[src/rtl/sseg_scan_ctrl.sv]
// sseg_scan_ctrl: round-robin anode scan with blanking gaps for a multi-digit seven-segment display.
// Define SSEG_SCAN_DP_EN to add a per-digit decimal-point store (wr_dp in, dp_n out).
module sseg_scan_ctrl #(
    parameter int NUM_DIGITS  = 8,
    parameter int REFRESH_DIV = 100000,
    parameter int GAP_CYCLES  = 16
) (
    input  logic                          clk,
    input  logic                          rst,
    input  logic                          wr_en,
    input  logic [$clog2(NUM_DIGITS)-1:0] wr_addr,
    input  logic [4:0]                    wr_data,
`ifdef SSEG_SCAN_DP_EN
    input  logic                          wr_dp,
    output logic                          dp_n,
`endif
    input  logic [NUM_DIGITS-1:0]         digit_mask,
    output logic [4:0]                    code_out,
    output logic [NUM_DIGITS-1:0]         an_n,
    output logic                          frame_tick
);
    localparam int MAXC = REFRESH_DIV > GAP_CYCLES ? REFRESH_DIV : GAP_CYCLES;
    localparam int TW = MAXC > 1 ? $clog2(MAXC) : 1;
    localparam int IW = NUM_DIGITS > 1 ? $clog2(NUM_DIGITS) : 1;
    localparam logic [0:0] SHOW = 1'b0;
    localparam logic [0:0] GAP = 1'b1;
    localparam logic [4:0] BLANK = 5'h13;
    localparam logic [TW-1:0] SHOW_END = TW'(REFRESH_DIV - 1);
    localparam logic [TW-1:0] GAP_END = TW'(GAP_CYCLES - 1);
    localparam logic [IW-1:0] LAST = IW'(NUM_DIGITS - 1);

    logic [0:0]            state_q, state_d;
    logic [TW-1:0]         timer_q, timer_d;
    logic [IW-1:0]         idx_q, idx_d;
    logic [4:0]            store_q [NUM_DIGITS];
    logic [4:0]            store_d [NUM_DIGITS];
    logic [4:0]            code_q, code_d;
    logic [NUM_DIGITS-1:0] an_q, an_d;
    logic                  tick_q, tick_d;
    logic                  lit, slot_end;

    always_comb begin
        lit = state_q == SHOW && digit_mask[idx_q];
        slot_end = timer_q == (state_q == SHOW ? SHOW_END : GAP_END);
        timer_d = slot_end ? '0 : timer_q + 1'b1;
        state_d = slot_end ? ~state_q : state_q;
        idx_d = slot_end && state_q == GAP ? (idx_q == LAST ? '0 : idx_q + 1'b1) : idx_q;
        an_d = lit ? ~(NUM_DIGITS'(1) << idx_q) : '1;
        code_d = state_q == SHOW ? store_q[idx_q] : BLANK;
        tick_d = state_q == SHOW && idx_q == '0 && timer_q == '0;
        for (int i = 0; i < NUM_DIGITS; i++)
            store_d[i] = wr_en && wr_addr == IW'(i) ? wr_data : store_q[i];
    end

    always_ff @(posedge clk) begin
        if (rst) begin
            state_q <= SHOW;
            timer_q <= '0;
            idx_q <= '0;
            code_q <= BLANK;
            an_q <= '1;
            tick_q <= 1'b0;
            for (int i = 0; i < NUM_DIGITS; i++) store_q[i] <= BLANK;
        end else begin
            state_q <= state_d;
            timer_q <= timer_d;
            idx_q <= idx_d;
            code_q <= code_d;
            an_q <= an_d;
            tick_q <= tick_d;
            store_q <= store_d;
        end
    end

    assign code_out = code_q;
    assign an_n = an_q;
    assign frame_tick = tick_q;

`ifdef SSEG_SCAN_DP_EN
    logic [NUM_DIGITS-1:0] dps_q, dps_d;
    logic                  dpn_q, dpn_d;

    always_comb begin
        dpn_d = lit ? ~dps_q[idx_q] : 1'b1;
        for (int i = 0; i < NUM_DIGITS; i++)
            dps_d[i] = wr_en && wr_addr == IW'(i) ? wr_dp : dps_q[i];
    end

    always_ff @(posedge clk) begin
        if (rst) begin
            dps_q <= '0;
            dpn_q <= 1'b1;
        end else begin
            dps_q <= dps_d;
            dpn_q <= dpn_d;
        end
    end

    assign dp_n = dpn_q;
`endif
endmodule

[config.mk]
export PLATFORM = sky130hd
export DESIGN_NAME = sseg_scan_ctrl
export DESIGN_NICKNAME = d
export VERILOG_FILES = /design/src/rtl/sseg_scan_ctrl.sv
export SDC_FILE = /design/constraint.sdc
export NUM_CORES = 1
export LEC_CHECK = 0
export CORE_MARGIN = 2
export CORE_UTILIZATION = 45
export CTS_BUF_LIST = sky130_fd_sc_hd__clkbuf_4 sky130_fd_sc_hd__clkbuf_8
export DETAILED_ROUTE_END_ITERATION = 8
export PLACE_DENSITY = 0.78
export RECOVER_POWER = 25
export SYNTH_ARGS = -nofsm -noshare
export SYNTH_HDL_FRONTEND = slang
export SYNTH_SLANG_ARGS = --single-unit
[constraint.sdc]
create_clock -name clk -period 1.76 [get_ports clk]
set_input_delay 0.44 -clock clk [delete_from_list [all_inputs] [get_ports clk]]
set_output_delay 0.44 -clock clk [all_outputs]
set_load 0.005 [all_outputs]
==> results by group, run 1 <==
Setup path
  – R2R Path End: timer_q[16]
  – Worst endpoint required time: 2.04 ns
  – Crit end category: register
  – CP Class: register to register
  – Critical Path Source Type: register
  – Crit path arrival time: 1.94 ns
  – Worst Reg-to-Reg Cells: 4
  – RR Startpoint: timer_q[5]
  – Maximum net fanout on the critical path: 6
  – FF-to-FF setup slack: 0.1 ns

Route
  – Drt first-iter violations: 110
  – Final wirelength: 7.18 mm
  – Vias per cell: 5.21
  – Routed Antenna Nets: 0
  – DRC viols: 0
  – Via count: 2582
  – DRT Pass-1 Iters: 4
  – Average wire per standard cell: 14.5 um

Global route
  – Largest net degree at the start of global routing: 26
  – Antenna violations before repair: 0
  – Met3 Use GR: 4.62%
  – Global routing usage on met1: 23.9%
  – GR Util met2: 32.7%
  – Congestion Overflow GR: 0
  – First-pass GRT wire length: 11.7 mm
  – Gr busiest metal: met2
  – GRT Util Overall: 19.6%
  – Vias in the first global route: 2478

Clocking
  – CTS Root Cell: clkbuf_8
  – Clock Path Buffers: 2
  – CTS buffer count: 9
  – CTS tree: built
  – Clock transition at the registers of the reported paths: 0.07 ns
  – H-tree Lvls: 3
  – Clk Latency, worst-skew pair: 0.35 ns
  – Clock sink count: 75
  – Post-CTS setup buffer count: 0

Timing
  – Final Hold Fails: 0
  – Slew at the pin closest to its max-slew limit: 0.750 ns
  – Period utilization: 94.5%
  – Final setup fails: 0
  – Relative slew slack: 50.0%
  – Clock skew: 0.00996 ns
  – Final Max Slew Viols: 0
  – Tmin final: 1.66 ns
  – Fmax: 0.601 GHz
  – Setup_tns: 0 ns

Floorplanning
  – Rows: 30
  – Starting density of the core: 47.1%
  – DIE AREA: 0.00793 mm^2
  – Die height: 89.0 um
  – Io pins: 33
  – Die Wd: 89.0 um
  – Core area: 0.00691 mm^2

Flow run
  – Max-Cap Viols: 0

Power
  – PD cells: 834 mW/mm^2
  – Power share of the combinational group: 9.3%
  – P_sw: 0.784 mW
  – Worst VDD drop: 344 uV
  – Sequential share of power: 51.7%
  – P_leak: 1.65 nW
  – Pint: 2.67 mW
  – Switching Fraction: 22.7%
  – Clock power share: 39.0%

Synth
  – Area share of the largest cell type after synthesis: 46.2%
  – Largest area contributor in the netlist: dfxtp_1
  – Dominant cells by area after synthesis: dfxtp_1 46%, mux2i_1 12%, mux4_2 8.3%
  – Synth warnings: 0
  – Syn avg cell area: 9.92 um^2
  – Mapped Area: 0.00325 mm^2
  – Distinct cells, synth: 33
  – Post-Syn Instances: 328
  – Sequential share of the synthesized area: 46.2%
  – Post-synthesis net count: 355
  – Register bit count reported by yosys: 75

Worst hold path
  – WHS Path Cells: 2
  – Worst hold start: store_q[20]
  – Hold EP: store_q[20]
  – Worst Hold Class: register to register

Layout
  – N_diodes: 0
  – Synth-to-layout area growth: 27.5%
  – Final nets: 422
  – Most common cell after layout, fill and taps aside: dfxtp_1
  – Proportion of layout cells with a drive suffix above 1: 19.0%
  – Fillers: 596
  – Commonest cells after routing, fill and taps aside: 75 x dfxtp_1, 50 x nand2_1, 40 x mux2i_1
  – Cell area after layout: 0.00415 mm^2

Placed design
  – DP HPWL: 5.09 mm
  – I/O Buffers: 32
  – Area of placed instances: 0.00395 mm^2
  – Final GP Congestion: 0.794

Outcome
  – Outcome: finished, final reports clean
## state kept, by name, summed over array words and instances, names as in the netlist
register	cells
store_q	40
state_q	1
idx_q	3
an_n	8
code_out	5
frame_tick	1
timer_q	17
## metrics by stage
step | hold slack [ns] | utilization, % | power [mW] | worst slack (ns) | instances
after detailed placement | 0.457 | 57.1 | 2.15 | -0.195 | 480
after floorplan | 0.436 | - | 2.00 | 0.0319 | 328
after global routing | 0.506 | 60.0 | 3.59 | -0.00856 | 496
after CTS | 0.477 | 60.1 | 3.49 | 0.0857 | 496
after global placement | 0.448 | 57.1 | 2.14 | -0.120 | 480
final | 0.475 | 60.0 | 3.46 | 0.0964 | 496
## kinds of logic (layout without fill, tap and decap cells)
kind of cell    after synthesis  count (layout)  synth area share (%)
compound gates               16              16                  2.92
xor+xnor                     13              13                  3.50
fa+ha+maj                     8               8                  3.08
buf+inv                      28             100                  3.35
flops                        75              75                  46.2
mux                          52              52                  20.6
simple gates                136             136                  20.4
## metal layers
layer | vias to the layer above | share of wire [%] | routed length, um
met5 | - | 0 | 0
li1 | 1270 | - | -
met4 | 0 | 2.1 | 150
met1 | 1235 | 44 | 3170
met2 | 64 | 49 | 3550
met3 | 13 | 4.3 | 309
## power groups by stage
stage	clock network, mW	registers (mW)	logic, mW
2_1_floorplan	0	1.82	0.181
3_3_place_gp	0	1.82	0.314
3_5_place_dp	0	1.83	0.327
4_1_cts	1.37	1.79	0.330
5_1_grt	1.45	1.80	0.350
6_report	1.35	1.79	0.322
## critical path: stages (launching register included)
cell and delay, ns:
dfxtp_1 0.49, nand3_1 0.14, or4_1 0.52, or3_1 0.32, a21oi_1 0.13
## cell usage after synthesis
cell type / instances
dfxtp_1: 75
nor3_2: 1
clkinv_1: 2
mux4_2: 12
nor2b_1: 1
nor4_2: 1
xor2_1: 2
o21ai_0: 5
or4_1: 2
nor3b_2: 3
buf_2: 3
clkbuf_1: 13
a31oi_2: 1
nand3_1: 13
nand4_2: 2
buf_1: 1
o221a_2: 1
or4b_1: 1
and3_1: 4
or3_1: 5
ha_1: 8
a31oi_1: 1
a21oi_1: 8
nand3b_1: 2
nor2_1: 35
nand2_1: 50
mux2i_1: 40
nor4_1: 5
xnor2_1: 11
nand4_1: 3
or2_2: 1
nor3_1: 7
inv_1: 9
## worst max-delay path by stage
stage                     cells past startpoint  startpoint     endpoint
final                                         4  timer_q[5]  timer_q[16]
after global routing                          5  timer_q[0]     idx_q[1]
after CTS                                     4  timer_q[9]     idx_q[1]
after detailed placement                      7       wr_en   store_q[6]
after global placement                        6       wr_en  store_q[35]
after floorplan                               5    idx_q[1]     idx_q[1]
## cell type report
cell class | instances | area (um^2) | area share, %
multi-input cells | 225 | 1670 | 40.2
flip-flops and latches | 75 | 1500 | 36.2
repair buffers | 73 | 613 | 14.8
clock buffers | 14 | 168 | 4.04
well taps | 96 | 120 | 2.90
inverters | 11 | 41.3 | 0.996
clock inverters | 2 | 35.0 | 0.845
## timing repair
item,in CTS,in global routing
hold endpoints to repair,0,0
hold buffers,0,0
gates resized for setup,0,4
endpoints found under the setup margin,0,19
Note: power is estimated with default switching activity, not from simulation.
==> inputs of run 2 (changes only) <==
==> constraint.sdc (replaced) <==
create_clock -name clk -period 1.5 [get_ports clk]
set_input_delay 0.375 -clock clk [delete_from_list [all_inputs] [get_ports clk]]
set_output_delay 0.375 -clock clk [all_outputs]
set_load 0.005 [all_outputs]
==> results by group, run 2 (synthesis gave the netlist of run 1 again) <==
Outcome
  – Outcome: finished with violations
  – Failing checks: negative setup slack

Global route
  – Congestion Overflow GR: 0
  – Largest net degree at the start of global routing: 26
  – GRT Util Overall: 20.4%
  – First-pass GRT wire length: 12.3 mm
  – Vias in the first global route: 2584
  – Antenna violations before repair: 0

Power
  – Clock power share: 37.5%
  – Final Power: 4.14 mW
  – Switching Fraction: 24.6%
  – P_sw: 1.02 mW
  – Worst VDD drop: 468 uV
  – P_leak: 1.84 nW
  – Sequential share of power: 50.7%
  – Power share of the combinational group: 11.7%
  – Pint: 3.12 mW
  – PD cells: 907 mW/mm^2

Setup path
  – CP Class: register to register
  – Critical Path Source Type: register
  – Worst Reg-to-Reg Cells: 4
  – Crit path arrival time: 1.89 ns
  – Maximum net fanout on the critical path: 8
  – Worst endpoint required time: 1.78 ns
  – Crit end category: register

Timing
  – Slew at the pin closest to its max-slew limit: 0.456 ns
  – RSZ-0062 raised after global routing: yes
  – Relative slew slack: 69.3%
  – WHS: 0.469 ns
  – PnR worst setup slack: -0.108 ns
  – Final setup fails: 24
  – Final Hold Fails: 0
  – Tmin final: 1.61 ns
  – Fmax: 0.622 GHz
  – Clock skew: 0.00989 ns
  – Period utilization: 107%
  – Final Max Slew Viols: 0

Layout
  – Cell area after layout: 0.00457 mm^2
  – N_diodes: 0
  – Most flop-heavy register: store_q
  – Fillers: 499
  – Commonest cells after routing, fill and taps aside: 64 x dfxtp_1, 55 x buf_4, 49 x nand2_1
  – Most common cell after layout, fill and taps aside: dfxtp_1
  – Final nets: 446
  – Final design utilization: 66.2%
  – Proportion of layout cells with a drive suffix above 1: 33.0%
  – Largest register FFs: 40
  – Synth-to-layout area growth: 40.5%

Route
  – Drt first-iter violations: 122
  – Routed Antenna Nets: 0
  – DRT Pass-1 Iters: 4
  – Final wirelength: 7.84 mm
  – Via count: 2707
  – Vias per cell: 5.21
  – DRC viols: 0
  – Average wire per standard cell: 15.1 um

Floorplanning
  – Io pins: 33
  – Core area: 0.00691 mm^2
  – Die height: 89.0 um
  – Starting density of the core: 47.1%
  – Die Wd: 89.0 um
  – DIE AREA: 0.00793 mm^2
  – Rows: 30

Clocking
  – CTS Root Cell: clkbuf_8
  – Clock Path Buffers: 2
  – CTS tree: built
  – H-tree Lvls: 3
  – Clock sink count: 75
  – CTS buffer count: 9
  – Clock transition at the registers of the reported paths: 0.08 ns
  – Clk Latency, worst-skew pair: 0.35 ns
  – # hold bufs at CTS: 0

Placed design
  – Final GP Congestion: 0.815
  – Area of placed instances: 0.00415 mm^2
  – I/O Buffers: 32
  – Post-Place Setup Slack: -0.362 ns
  – DP HPWL: 5.47 mm

Worst hold path
  – WHS Path Cells: 2
  – Worst Hold Class: register to register

Flow run
  – Max-Cap Viols: 0
-- run 2: cell types whose count changed in the layout (fill, tap and decap cells not counted), sizes merged, moves of 2 or more --
cell | previous run | this run
buf | 33 | 65
clkdlybuf4s50 | 30 | 15
clkbuf | 22 | 10
dlymetal6s2s | 0 | 2
dlygate4sd2 | 0 | 14
clkinv | 3 | 6
-- run 2: critical path, stage by stage, from the launching register on --
cell and delay [ns]:
dfxtp_4 0.38, nor4_4 0.35, nand3_4 0.15, or4_4 0.51, a21oi_2 0.15
-- run 2: layout make-up --
cell class / instances / area, um^2 / area share (%)
clock buffers: 10 / 138 / 3.01
repair buffers: 97 / 856 / 18.7
clock inverters: 6 / 65.1 / 1.42
flip-flops and latches: 75 / 1530 / 33.5
multi-input cells: 225 / 1820 / 39.8
well taps: 96 / 120 / 2.63
inverters: 11 / 42.5 / 0.930
-- run 2: metal layers --
metal | global-route usage (%) | share of wire [%] | vias up
li1 | - | - | 1322
met1 | 24.6 | 43 | 1300
met2 | 35.3 | 51 | 70
met3 | 4.25 | 3.8 | 15
met4 | 8.96 | 1.8 | 0
met5 | 0 | 0 | -
-- run 2: worst paths after layout --
| check | startpoint | endpoint | slack (ns) |
|---|---|---|---|
| hold reg to reg | store_q[9] | store_q[9] | 0.47 |
| hold / removal | store_q[9] | store_q[9] | 0.47 |
| setup reg to reg | timer_q[9] | idx_q[0] | -0.11 |
| setup / recovery | timer_q[9] | idx_q[0] | -0.11 |
-- run 2: power groups by stage --
| stage | Clock, mW | Sequential, mW | Combinational, mW |
|---|---|---|---|
| 5_1_grt | 1.68 | 2.11 | 0.529 |
| 2_1_floorplan | 0 | 2.15 | 0.226 |
| 6_report | 1.56 | 2.10 | 0.485 |
| 3_3_place_gp | 0 | 2.15 | 0.430 |
| 3_5_place_dp | 0 | 2.16 | 0.443 |
| 4_1_cts | 1.58 | 2.11 | 0.466 |
-- run 2: metrics by stage --
step,setup TNS [ns],instances
floorplan,-0.0944,328
global placement,-14.34,496
detailed placement,-17.14,496
CTS,-1.85,518
global route,-3.11,520
finish,-1.26,520
-- run 2: what timing repair did --
| item | in CTS | in global routing |
|---|---|---|
| pin swaps | 6 | 14 |
| resized for setup | 30 | 34 |
| gates cloned | 1 | 0 |
| buffers inserted | 5 | 4 |
| endpoints found under the setup margin | 36 | 39 |
